`src/rtl/ram_arbiter_pkg.sv`:
```
// Shared types for the two-master RAM port arbiter:
// lock FSM states, requester indices and byte-enable width.
package ram_arbiter_pkg;

   typedef enum logic [1:0] {
      UNLOCKED = 2'd0,
      LOCKED0  = 2'd1,
      LOCKED1  = 2'd2
   } lock_state_e;

   localparam logic M0 = 1'b0;
   localparam logic M1 = 1'b1;

   localparam int BE_W = 4;

endpackage

```
`src/rtl/ram_arbiter.sv`:
```
// Two-requester round-robin arbiter for a single RAM port, with
// bounded bus locking for read-modify-write sequences.
// Ports: clk/rst (async high); m0_*/m1_* request side (req, we,
// addr, wdata, be, lock -> gnt, rvalid); shared rdata; ram_* drive
// RAM port A, ram_q returns its data one cycle later; lock_err is
// a sticky flag raised when a lock is forcibly released.
module ram_arbiter
   import ram_arbiter_pkg::*;
#(
   parameter int ADDR_W   = 30,
   parameter int DATA_W   = 32,
   parameter int LOCK_MAX = 16
) (
   input  logic              clk,
   input  logic              rst,
   input  logic              m0_req,
   input  logic              m0_we,
   input  logic [ADDR_W-1:0] m0_addr,
   input  logic [DATA_W-1:0] m0_wdata,
   input  logic [BE_W-1:0]   m0_be,
   input  logic              m0_lock,
   output logic              m0_gnt,
   output logic              m0_rvalid,
   input  logic              m1_req,
   input  logic              m1_we,
   input  logic [ADDR_W-1:0] m1_addr,
   input  logic [DATA_W-1:0] m1_wdata,
   input  logic [BE_W-1:0]   m1_be,
   input  logic              m1_lock,
   output logic              m1_gnt,
   output logic              m1_rvalid,
   output logic [DATA_W-1:0] rdata,
   output logic              ram_wren,
   output logic [ADDR_W-1:0] ram_address,
   output logic [DATA_W-1:0] ram_data,
   output logic [BE_W-1:0]   ram_byteena,
   input  logic [DATA_W-1:0] ram_q,
   output logic              lock_err
);

   localparam int CNT_W = $clog2(LOCK_MAX + 1);
   localparam logic [CNT_W-1:0] CNT_LAST = CNT_W'(LOCK_MAX - 1);

   lock_state_e      state_q, state_d;
   logic             last_q, last_d;
   logic [CNT_W-1:0] cnt_q, cnt_d;
   logic             rvalid0_q, rvalid0_d;
   logic             rvalid1_q, rvalid1_d;
   logic             err_q, err_d;
   logic [1:0]       inh_q, inh_d;

   logic held0;
   logic held1;

   always_comb begin
      state_d   = state_q;
      last_d    = last_q;
      cnt_d     = cnt_q;
      err_d     = err_q;
      // relock inhibit clears once the owner drops lock for a cycle
      inh_d     = inh_q & {m1_lock, m0_lock};
      m0_gnt    = 1'b0;
      m1_gnt    = 1'b0;
      // a lock only holds while its owner keeps lock asserted
      held0     = (state_q == LOCKED0) && m0_lock;
      held1     = (state_q == LOCKED1) && m1_lock;

      unique case (1'b1)
         held0: m0_gnt = m0_req;
         held1: m1_gnt = m1_req;
         default: begin
            if (m0_req && m1_req) begin
               m0_gnt = (last_q == M1);
               m1_gnt = (last_q == M0);
            end else begin
               m0_gnt = m0_req;
               m1_gnt = m1_req;
            end
         end
      endcase

      if (m0_gnt) last_d = M0;
      if (m1_gnt) last_d = M1;

      if (held0 || held1) begin
         if (cnt_q == CNT_LAST) begin
            // owner counts as last so the waiter wins the next tie
            state_d = UNLOCKED;
            cnt_d   = '0;
            err_d   = 1'b1;
            last_d  = held1;
            if (held0) inh_d[0] = 1'b1;
            else       inh_d[1] = 1'b1;
         end else begin
            cnt_d = cnt_q + 1'b1;
         end
      end else begin
         state_d = UNLOCKED;
         cnt_d   = '0;
         if (m0_gnt && m0_lock && !inh_q[0])
            state_d = LOCKED0;
         else if (m1_gnt && m1_lock && !inh_q[1])
            state_d = LOCKED1;
      end

      rvalid0_d = m0_gnt && !m0_we;
      rvalid1_d = m1_gnt && !m1_we;
   end

   always_ff @(posedge clk or posedge rst) begin
      if (rst) begin
         state_q   <= UNLOCKED;
         last_q    <= M1;
         cnt_q     <= '0;
         rvalid0_q <= 1'b0;
         rvalid1_q <= 1'b0;
         err_q     <= 1'b0;
         inh_q     <= '0;
      end else begin
         state_q   <= state_d;
         last_q    <= last_d;
         cnt_q     <= cnt_d;
         rvalid0_q <= rvalid0_d;
         rvalid1_q <= rvalid1_d;
         err_q     <= err_d;
         inh_q     <= inh_d;
      end
   end

   assign ram_wren    = (m0_gnt && m0_we) || (m1_gnt && m1_we);
   assign ram_address = m1_gnt ? m1_addr  : m0_addr;
   assign ram_data    = m1_gnt ? m1_wdata : m0_wdata;
   assign ram_byteena = m0_gnt ? m0_be : (m1_gnt ? m1_be : '0);

   assign m0_rvalid = rvalid0_q;
   assign m1_rvalid = rvalid1_q;
   assign rdata     = ram_q;
   assign lock_err  = err_q;

endmodule

```
`config.mk`:
```
export PLATFORM = sky130hd
export DESIGN_NAME = ram_arbiter
export DESIGN_NICKNAME = d
export VERILOG_FILES = /design/src/rtl/ram_arbiter_pkg.sv /design/src/rtl/ram_arbiter.sv
export SDC_FILE = /design/constraint.sdc
export NUM_CORES = 1
export LEC_CHECK = 0
export CAP_MARGIN = 15
export CELL_PAD_IN_SITES_DETAIL_PLACEMENT = 1
export CELL_PAD_IN_SITES_GLOBAL_PLACEMENT = 1
export CORE_UTILIZATION = 16
export DETAILED_ROUTE_END_ITERATION = 16
export GPL_TIMING_DRIVEN = 0
export PLACE_DENSITY = 0.95
export SYNTH_ARGS = -nofsm -noshare
export SYNTH_HDL_FRONTEND = slang
export SYNTH_SLANG_ARGS = --single-unit
export TNS_END_PERCENT = 30
```
`constraint.sdc`:
```
create_clock -name clk -period 4.65 [get_ports clk]
set_clock_uncertainty 0.15 [all_clocks]
set_input_delay 0.93 -clock clk [delete_from_list [all_inputs] [get_ports clk]]
set_output_delay 0.93 -clock clk [all_outputs]
set_load 0.02 [all_outputs]
```
Yosys cells after proc, flatten, opt, wreduce, memory -nomap -nowiden
Index checks and enable logic that the tools add are counted.
{ "word_totals": {"reg_bits": 13, "inputBits": 172} }
{ "classes": {"n_addsub": 1, "eq_ne": 4, "muxes": 22, "bitwise_logic": 2, "reduce_logical": 18} }
{ "op_table": {"columns": ["op", "count"], "rows": [
  ["$mux 32", 1],
  ["$mux 30", 1],
  ["$mux 2", 6],
  ["$logic_and 1x1->1", 11],
  ["$mux 5", 2],
  ["$mux 1", 8],
  ["$mux 4", 2],
  ["$add 5x1->5 const B", 1],
  ["$eq 5x4->1 const B", 1],
  ["$logic_not 1->1", 4],
  ["$pmux 1 s2", 2],
  ["$and 2x2->2", 1],
  ["$eq 2x1->1 const B", 1],
  ["$eq 2x2->1 const B", 1],
  ["$logic_or 1x1->1", 2],
  ["$ne 2x1->1 const B", 1],
  ["$reduce_and 2->1", 1],
  ["$not 1->1", 1]
]} }

Logic depth before layout (Yosys ltp)
Gate-level depths: netlist of the first run.
{ "logic_depth": {"depth_word": 8, "ltp_mapped": 5} }

Worst setup path before layout of the first run
OpenSTA, ideal clock, no wires.
{ "synth_path": {"path_type": "input port to output port", "from": "input m0_lock", "to": "output ram_data[29]", "t_arrival_ns": 2.329, "slack_ns": 1.241, "cell_stages": 5, "n_path_buf": 2, "path_cell_list": "and3b_1 buf_6 a311oi_4 buf_6 mux2_1"} }
{ "synth_via": {"elab_chain_len": 3} }
{ "synth_rtl": {"columns": ["item", "line_no", "text"], "rows": [
  ["from (decl)", "ram_arbiter.sv:21", "input logic m0_lock,"],
  ["$logic_and 1x1->1", "ram_arbiter.sv:65", "held0 = (state_q == LOCKED0) && m0_lock;"],
  ["$pmux 1 s2", "ram_arbiter.sv:68", "unique case (1'b1)"],
  ["named net m1_gnt", "ram_arbiter.sv:30", "output logic m1_gnt,"],
  ["$mux 32", "ram_arbiter.sv:132", "assign ram_data = m1_gnt ? m1_wdata : m0_wdata;"],
  ["to (decl)", "ram_arbiter.sv:35", "output logic [DATA_W-1:0] ram_data,"]
]} }
The timed path passes the listed nets, and every way through them passes these cells.

Worst setup path after layout of the first run
{ "layout_path": {"from": "input m1_lock", "to": "output ram_data[21]"} }
{ "layout_via": {"elab_chain_len": 3} }
{ "layout_rtl": {"columns": ["item", "line_no", "text"], "rows": [
  ["from (decl)", "ram_arbiter.sv:29", "input logic m1_lock,"],
  ["$logic_and 1x1->1", "ram_arbiter.sv:66", "held1 = (state_q == LOCKED1) && m1_lock;"],
  ["$pmux 1 s2", "ram_arbiter.sv:68", null],
  ["$mux 32", "ram_arbiter.sv:132", null]
]} }
No other way between the ends.

==> reports/metrics.csv, run 1 <==
metric,value,unit
CP Capture Type,primary output,
slowest CP cell,clkdlybuf4s50_1,
hold path depth,1,
Netlist Area Pre-Place,1810,um^2
clock sinks,13,
total wire length,9370,um
register area,327,um^2
row count,38,
first-pass GRT wire length,12900,um
"Primary FF master, synth",dfrtp_1,
Final Setup Violations,0,
crit start category,input pin,
Tightest Hold Check Type,flop to flop,
Syn Nets,335,
post-synth cell types,32,
crit-path max cell delay,0.60,ns
fillers,1211,
routed len/inst,17.0,um
main combinational cell family by area after synthesis,multiplexers,
Area growth syn-to-layout,150,%
RSZ-0062 raised after global routing,false,
ys async rst share,100,%
Hold Fails Final Rpt,0,
Num CTS Buffers,3,
root buffer selected by CTS,clkbuf_16,
Most Frequent Cell on Critical Path,clkdlybuf4s50_1,
Congestion Overflow GR,0,
period utilization,95.6,%
post-synthesis compound-gate area fraction,8.80,%
Vias per Instance,4.05,
Max Fclk,225,MHz
area occupied by multi-input gates,1130,um^2
Post-Layout Cell Count,551,
PortBufs,243,
CP arrival,3.36,ns
Max-Cap Viols,0,
Worst Path Max Fanout,10,
Placed Cells incl. Taps,545,
DR vias,2229,
Initial Util,16.5,%
GPL Wtd Cong,0.706,
max-slew violations,0,
Pleak,1.86,nW
status,"complete, no violations",
yosys warns,0,
post-detailed-route DRC marker count,0,
Worst VDD drop,132,uV
nets@finish,585,
number of global-route vias before repair,2528,
simple-gate share of the synthesized area,7.42,%
Critical Setup Path Class,input pin to primary output,
post-synthesis mux area share,44.9,%
Syn Area/Cell,11.1,um^2
Antenna Cells,0,
Max-slew headroom,65.8,%
First-pass DRT Iterations,4,
Die Ht,108,um
core area,10900,um^2
share of cells above drive strength 1,25.8,%
die area,11700,um^2
crit-path leading delay family,buffers and inverters,
minimum clock period,4.44,ns
Post-DP HPWL,8290,um
sequential-to-total area share from yosys stat,18.1,%
Die W,108,um
pwr/cell area,210,nW/um^2
largest net degree at the start of global routing,14,
initial antenna violation count,0,
Placed Instance Area,4410,um^2
CP required,3.57,ns
final instance area,4510,um^2
Final Core Density,41.2,%
CP Buf/Inv Count,4,
R2R depth,5,
crit path cell chain,clkdlybuf4s50_1 -> nand3b_2 -> a311oi_4 -> buf_4 -> buf_6 -> mux2_4 -> clkdlybuf4s50_1,
gr usage total,14.5,%
Synth Area in XOR/XNOR,0.970,%
TritonCTS clock tree,built,
Tightest Pin Transition,0.512,ns
cells after synthesis,162,
Worst-Skew Late Latency,0.24,ns
"EDFF count, synth",0,
antenna-violating nets left,0,
Levels on crit path,7,
Detailed Route Iter0 Violations,54,
adder-cell share of the synthesized area,0.693,%
Final Hold Slack,0.314,ns
#FFs+latches synth,13,
clk buf depth,2,
clock slew at reported path FFs,0.04,ns
IO Count,276,
hold_buf cts,0,
H-tree Lvls,1,
-- repair_timing --
action / in CTS / in global routing
setup endpoints to repair: 62 / 0
gates resized for setup: 0 / 0
setup buffers: 2 / 0
-- cell type report --
class	count	area share, %
sequential	13	7.25
multi-input combinational	105	25.2
tap	140	3.89
inverter	3	0.250
clock buffer	4	1.75
buffer	41	7.41
timing repair buffer	245	54.3
-- worst register-to-register path: stages, from the launching register on --
cell	delay (ns)
dfrtp_1	0.43
nand3b_2	0.36
a311oi_4	0.35
buf_4	0.21
buf_6	0.15
nor2b_1	0.13
-- final timing paths --
path / startpoint / to / slack (ns)
min in group asynchronous: rst / state_q[0] / 0.87
max in group asynchronous: rst / last_q / 3.12
max reg2reg: state_q[0] / m1_rvalid / 2.80
max: m1_lock / ram_data[21] / 0.21
min reg2reg: lock_err / lock_err / 0.31
min: lock_err / lock_err / 0.31
-- registers in the layout, summed over array words and instances (netlist names) --
| signal | count |
|---|---|
| inh_q | 2 |
| cnt_q | 5 |
| last_q | 1 |
| m1_rvalid | 1 |
| lock_err | 1 |
| state_q | 2 |
| m0_rvalid | 1 |
-- metrics by stage --
step           setup slack (ns)  power, mW  TNS (ns)
2_1_floorplan              1.24      0.459         0
3_3_place_gp            -0.0808      0.769     -1.32
3_5_place_dp            -0.0849      0.785     -1.69
4_1_cts                   0.198      0.957         0
5_1_grt                   0.124      0.992         0
6_report                  0.206      0.948         0
-- cells in the final DEF, fill, tap and decap left out, types with 5 or more instances in the layout --
cell and n:
dfrtp_1 12, mux2_4 30, mux2_1 5, clkdlybuf4s50_1 243, a22o_1 7, mux2_2 27, buf_6 8, buf_4 34
-- per-layer routing --
layer,part of all wire (%),GRT usage (%),vias up
li1,-,-,1047
met1,33,13.9,1017
met5,0,0,-
met4,2.1,4.11,0
met3,8.8,3.07,16
met2,57,30.0,149
-- kinds of logic after synthesis --
group	count (synthesis)
buffers and inverters	44
adders and majority gates	1
DFF	13
xor gates and xnor gates	2
and+or+nand+nor	21
muxes	62
AOI/OAI and AO/OA	19
-- where the power goes --
group / leakage [nW] / internal (mW) / total [mW] / switching (mW)
logic: 1.65 / 0.390 / 0.652 / 0.262
clock network: 0.0382 / 0.116 / 0.164 / 0.0487
registers: 0.175 / 0.123 / 0.131 / 0.00848
-- synthesized netlist by cell type (2+ instances only) --
cell	number	area, um^2
a21boi_0	2	15.0
a21oi_1	3	15.0
a22o_1	7	61.3
and3b_1	2	17.5
buf_4	32	240
buf_6	8	90.1
dfrtp_1	12	300
inv_1	3	11.3
mux2_1	5	56.3
mux2_2	27	304
mux2_4	30	450
nand2_1	3	11.3
nand3_1	2	10.0
nor2_1	3	11.3
nor2b_1	3	18.8
nor4b_1	2	17.5
o21ai_0	3	15.0
No activity file was read; power rests on OpenSTA's default activity.
==> inputs of run 2 (changes only) <==
Settings changed: CORE_UTILIZATION 16 to 14, PLACE_DENSITY 0.95 to 0.91.
Clock period 4.65 ns to 4.9 ns, I/O delays scaled along.
==> run 2 against run 1 <==
Effect of this change:
- sequential share of layout area shrank 0.064 points
- sequential cell count is the same
- first-iteration DRC count grew 1.9%
- critical path depth grew 1
- highest routed layer unchanged
==> reports/metrics.csv, run 2 (synthesis results as in run 1) <==
metric,value,unit
met1 usage,12.5,%
Detailed Route Iter0 Violations,55,
CP required,3.77,ns
R2R depth,5,
IO Count,276,
Worst setup endpoint,ram_address[15],
share of cells above drive strength 1,25.8,%
hold_buf cts,0,
clock slew at reported path FFs,0.04,ns
First-pass DRT Iterations,6,
Worst-Skew Late Latency,0.24,ns
GR Util met3,2.30,%
setup_tns,0,ns
Worst Path Max Fanout,10,
biggest regs,"cnt_q (5), inh_q (2), state_q (2)",
Max Fclk,222,MHz
antenna-violating nets left,0,
RR Endpoint,m1_rvalid,
pwr/cell area,196,nW/um^2
PortBufs,243,
minimum clock period,4.51,ns
Critical Setup Path Class,input pin to primary output,
Vias per Instance,3.84,
Hold Fails Final Rpt,0,
Pleak,1.86,nW
postcts setup bufs,0,
clock sinks,13,
total wire length,8610,um
Congestion Overflow GR,0,
post_cts resized,0,
period utilization,92.1,%
register bank with the most flops,cnt_q,
gr usage total,11.3,%
Die Ht,116,um
Tightest Hold Check Type,flop to flop,
number of global-route vias before repair,2344,
most frequent cells in the layout,"clkdlybuf4s50_1 (243), buf_4 (34), mux2_4 (30)",
routed len/inst,14.8,um
TritonCTS clock tree,built,
Max-Cap Viols,0,
Die W,116,um
R2R Setup Slk,3.11,ns
Num CTS Buffers,3,
max-slew violations,0,
Antenna Cells,0,
Max-slew headroom,65.8,%
row count,41,
Final Core Density,36.0,%
CP arrival,3.38,ns
pre-CTS WS,0.0449,ns
Initial Util,14.3,%
DR vias,2241,
core area,12600,um^2
Area growth syn-to-layout,152,%
Tightest Pin Transition,0.512,ns
clk buf depth,2,
largest net degree at the start of global routing,14,
post-detailed-route DRC marker count,0,
H-tree Lvls,1,
Final Setup Violations,0,
die area,13400,um^2
RR Startpoint,state_q[0],
Worst Setup SP,m0_lock,
RSZ-0062 raised after global routing,false,
crit start category,input pin,
"most common cell after layout, fill and taps aside",clkdlybuf4s50_1,
root buffer selected by CTS,clkbuf_16,
first-pass GRT wire length,11800,um
Post-DP HPWL,7510,um
max reg flops,5,
GPL Wtd Cong,0.714,
nets@finish,585,
gr busiest metal,met2,
CP Capture Type,primary output,
met2 Usage GRT,22.0,%
total power draw,0.893,mW
status,"complete, no violations",
setup ws final,0.388,ns
Worst VDD drop,151,uV
initial antenna violation count,0,
## run 2: cell counts in the layout (fill, tap and decap cells not counted)
Identical to the previous run, type by type.
## run 2: how the worst min path moves through the flow
| stage | from | end | slack (ns) | cells after the start |
|---|---|---|---|---|
| 5_1_grt | cnt_q[0] | cnt_q[0] | 0.34 | 1 |
| 2_1_floorplan | cnt_q[0] | cnt_q[0] | 0.28 | 1 |
| 4_1_cts | cnt_q[0] | cnt_q[0] | 0.32 | 1 |
| 3_5_place_dp | cnt_q[0] | cnt_q[0] | 0.30 | 1 |
| 6_report | lock_err | lock_err | 0.31 | 1 |
| 3_3_place_gp | cnt_q[0] | cnt_q[0] | 0.29 | 1 |
## run 2: layout make-up
| class | count | area, um^2 |
|---|---|---|
| clock buffer | 4 | 78.8 |
| multi-input combinational | 105 | 1130 |
| sequential | 13 | 327 |
| buffer | 41 | 334 |
| fill | 1434 | 8070 |
| timing repair buffer | 245 | 2450 |
| tap | 172 | 215 |
| inverter | 3 | 11.3 |
## run 2: critical path, cell delays in order
cell             delay [ns]
clkdlybuf4s50_1        0.48
and3b_1                0.22
buf_6                  0.13
a311oi_4               0.26
buf_4                  0.20
buf_6                  0.16
mux2_2                 0.35
clkdlybuf4s50_1        0.58
## run 2: through the flow
stage	area (um^2)	cells	hold slack (ns)
3_3_place_gp	4450	577	0.295
6_report	4550	583	0.312
5_1_grt	4550	583	0.344
4_1_cts	4530	581	0.319
3_5_place_dp	4450	577	0.303
2_1_floorplan	1810	162	0.283
## run 2: power by group
| group | total (mW) | switching [mW] | internal [mW] |
|---|---|---|---|
| clock network | 0.153 | 0.0433 | 0.110 |
| registers | 0.125 | 0.00813 | 0.117 |
| logic | 0.615 | 0.245 | 0.370 |
## run 2: layer usage
metal  up-vias  part of all wire (%)
li1       1051                     -
met1      1048                    37
met2       138                    54
met3         4                   8.2
met4         0                  0.67
met5         -                     0
==> inputs of run 3 (changes only) <==
Settings changed: CAP_MARGIN 15 to 0, CELL_PAD_IN_SITES_GLOBAL_PLACEMENT 1 to 2, CORE_UTILIZATION 14 to 10, PLACE_DENSITY 0.91 to 0.9.
==> run 3 against run 2 <==
Effect of this change:
- critical path depth shrank 1
- setup slack gained 0.017 ns
- largest power group unchanged
- clock power is essentially flat
- final area grew 1.6%
==> reports/metrics.csv, run 3 (synthesis results as in run 1) <==
metric,value,unit
status,"complete, no violations",
clk buf depth,2,
CP arrival,3.37,ns
row count,48,
gr usage total,8.89,%
area occupied by multi-input gates,1130,um^2
Max-Cap Viols,0,
Num CTS Buffers,3,
Worst Path Max Fanout,10,
max-slew violations,0,
initial antenna violation count,1,
number of global-route vias before repair,2383,
biggest regs,"cnt_q (5), inh_q (2), state_q (2)",
largest net degree at the start of global routing,14,
root buffer selected by CTS,clkbuf_16,
sw frac,33.5,%
DR vias,2238,
RR Startpoint,state_q[0],
Area growth syn-to-layout,156,%
Worst VDD drop,94.8,uV
Congestion Overflow GR,0,
Max Fclk,222,MHz
H-tree Lvls,1,
GPL Wtd Cong,0.677,
Vias per Instance,3.52,
Final Hold Slack,0.307,ns
Combinational Power Share,69.0,%
Final Setup Violations,0,
Worst-Skew Late Latency,0.24,ns
post-detailed-route DRC marker count,0,
max reg flops,5,
Antenna Cells,0,
antenna-violating nets left,0,
Worst Setup SP,m1_lock,
period utilization,91.7,%
core area,17500,um^2
Post-DP HPWL,8100,um
Die Ht,136,um
routed len/inst,14.6,um
setup ws final,0.404,ns
Max-slew headroom,65.7,%
final instance area,4620,um^2
PortBufs,243,
fillers,1993,
Clk pwr share,17.2,%
First-pass DRT Iterations,4,
nets@finish,584,
total wire length,9280,um
Tightest Pin Transition,0.513,ns
met1 usage,9.85,%
Internal,0.598,mW
CP Capture Type,primary output,
CP required,3.77,ns
IO Count,276,
Die W,136,um
first-pass GRT wire length,12800,um
crit start category,input pin,
Hold Fails Final Rpt,0,
HP Start,cnt_q[0],
register bank with the most flops,cnt_q,
pre-CTS WS,-0.0337,ns
Placed Instance Area,4520,um^2
pwr/cell area,195,nW/um^2
minimum clock period,4.50,ns
share of cells above drive strength 1,25.6,%
TritonCTS clock tree,built,
gr busiest metal,met2,
GR Util met3,2.05,%
setup_tns,0,ns
most frequent cells in the layout,"clkdlybuf4s50_1 (243), buf_4 (32), mux2_4 (30)",
"most common cell after layout, fill and taps aside",clkdlybuf4s50_1,
total power draw,0.898,mW
Critical Setup Path Class,input pin to primary output,
die area,18600,um^2
sequential cell fraction of total power,13.9,%
RSZ-0062 raised after global routing,false,
Pleak,1.86,nW
Switch Pwr,0.301,mW
register area,327,um^2
Detailed Route Iter0 Violations,59,
clock slew at reported path FFs,0.04,ns
hold_buf cts,0,
clock sinks,13,
Initial Util,10.3,%
met2 Usage GRT,16.6,%
Tightest Hold Check Type,flop to flop,
-- run 3: changes by cell type in the layout (fill, tap and decap cells not counted) --
cell / before / now
buf_4: 34 / 32
buf_12: 0 / 1
-- run 3: repair_timing --
action                     in CTS  in global routing
setup endpoints to repair      32                  0
setup buffers                   1                  0
resized for setup               0                  0
-- run 3: final cells by class --
class                      count  share of cell area, %
buffer                        41                   7.23
tap                          225                   6.10
timing repair buffer         244                   53.1
inverter                       3                  0.244
sequential                    13                   7.07
clock buffer                   4                   1.71
multi-input combinational    105                   24.5
-- run 3: critical path: stages --
cell	delay [ns]
clkdlybuf4s50_1	0.55
nand3b_2	0.22
a311oi_4	0.35
buf_12	0.18
buf_6	0.19
mux2_4	0.33
clkdlybuf4s50_1	0.56
-- run 3: path summary, 6_finish.rpt --
kind                                   to  slack (ns)  cells after the start
max                        ram_address[0]        0.40                      7
min                              cnt_q[0]        0.31                      1
max reg2reg                     m1_rvalid        3.09                      5
min reg2reg                      cnt_q[0]        0.31                      1
max in group asynchronous          last_q        3.32                      2
min in group asynchronous        inh_q[1]        0.92                      2
-- run 3: metrics by stage --
stage	utilization [%]	std cells
final	26.4	635
after global routing	26.4	635
after CTS	26.4	635
after detailed placement	25.9	630
after global placement	25.9	630
after floorplan	-	162
-- run 3: layer usage --
metal / share of wire [%] / vias up / routed length (um)
met5: 0.14 / - / 13
met4: 1.5 / 2 / 141
met3: 9.5 / 15 / 878
met2: 53 / 153 / 4940
met1: 36 / 1022 / 3300
li1: - / 1046 / -
-- run 3: power by group through the flow --
stage	Clock, mW	Sequential [mW]	Combinational [mW]
5_1_grt	0.165	0.126	0.655
4_1_cts	0.159	0.125	0.628
3_3_place_gp	0	0.125	0.611
3_5_place_dp	0	0.126	0.619
2_1_floorplan	0	0.126	0.310
6_report	0.154	0.124	0.620
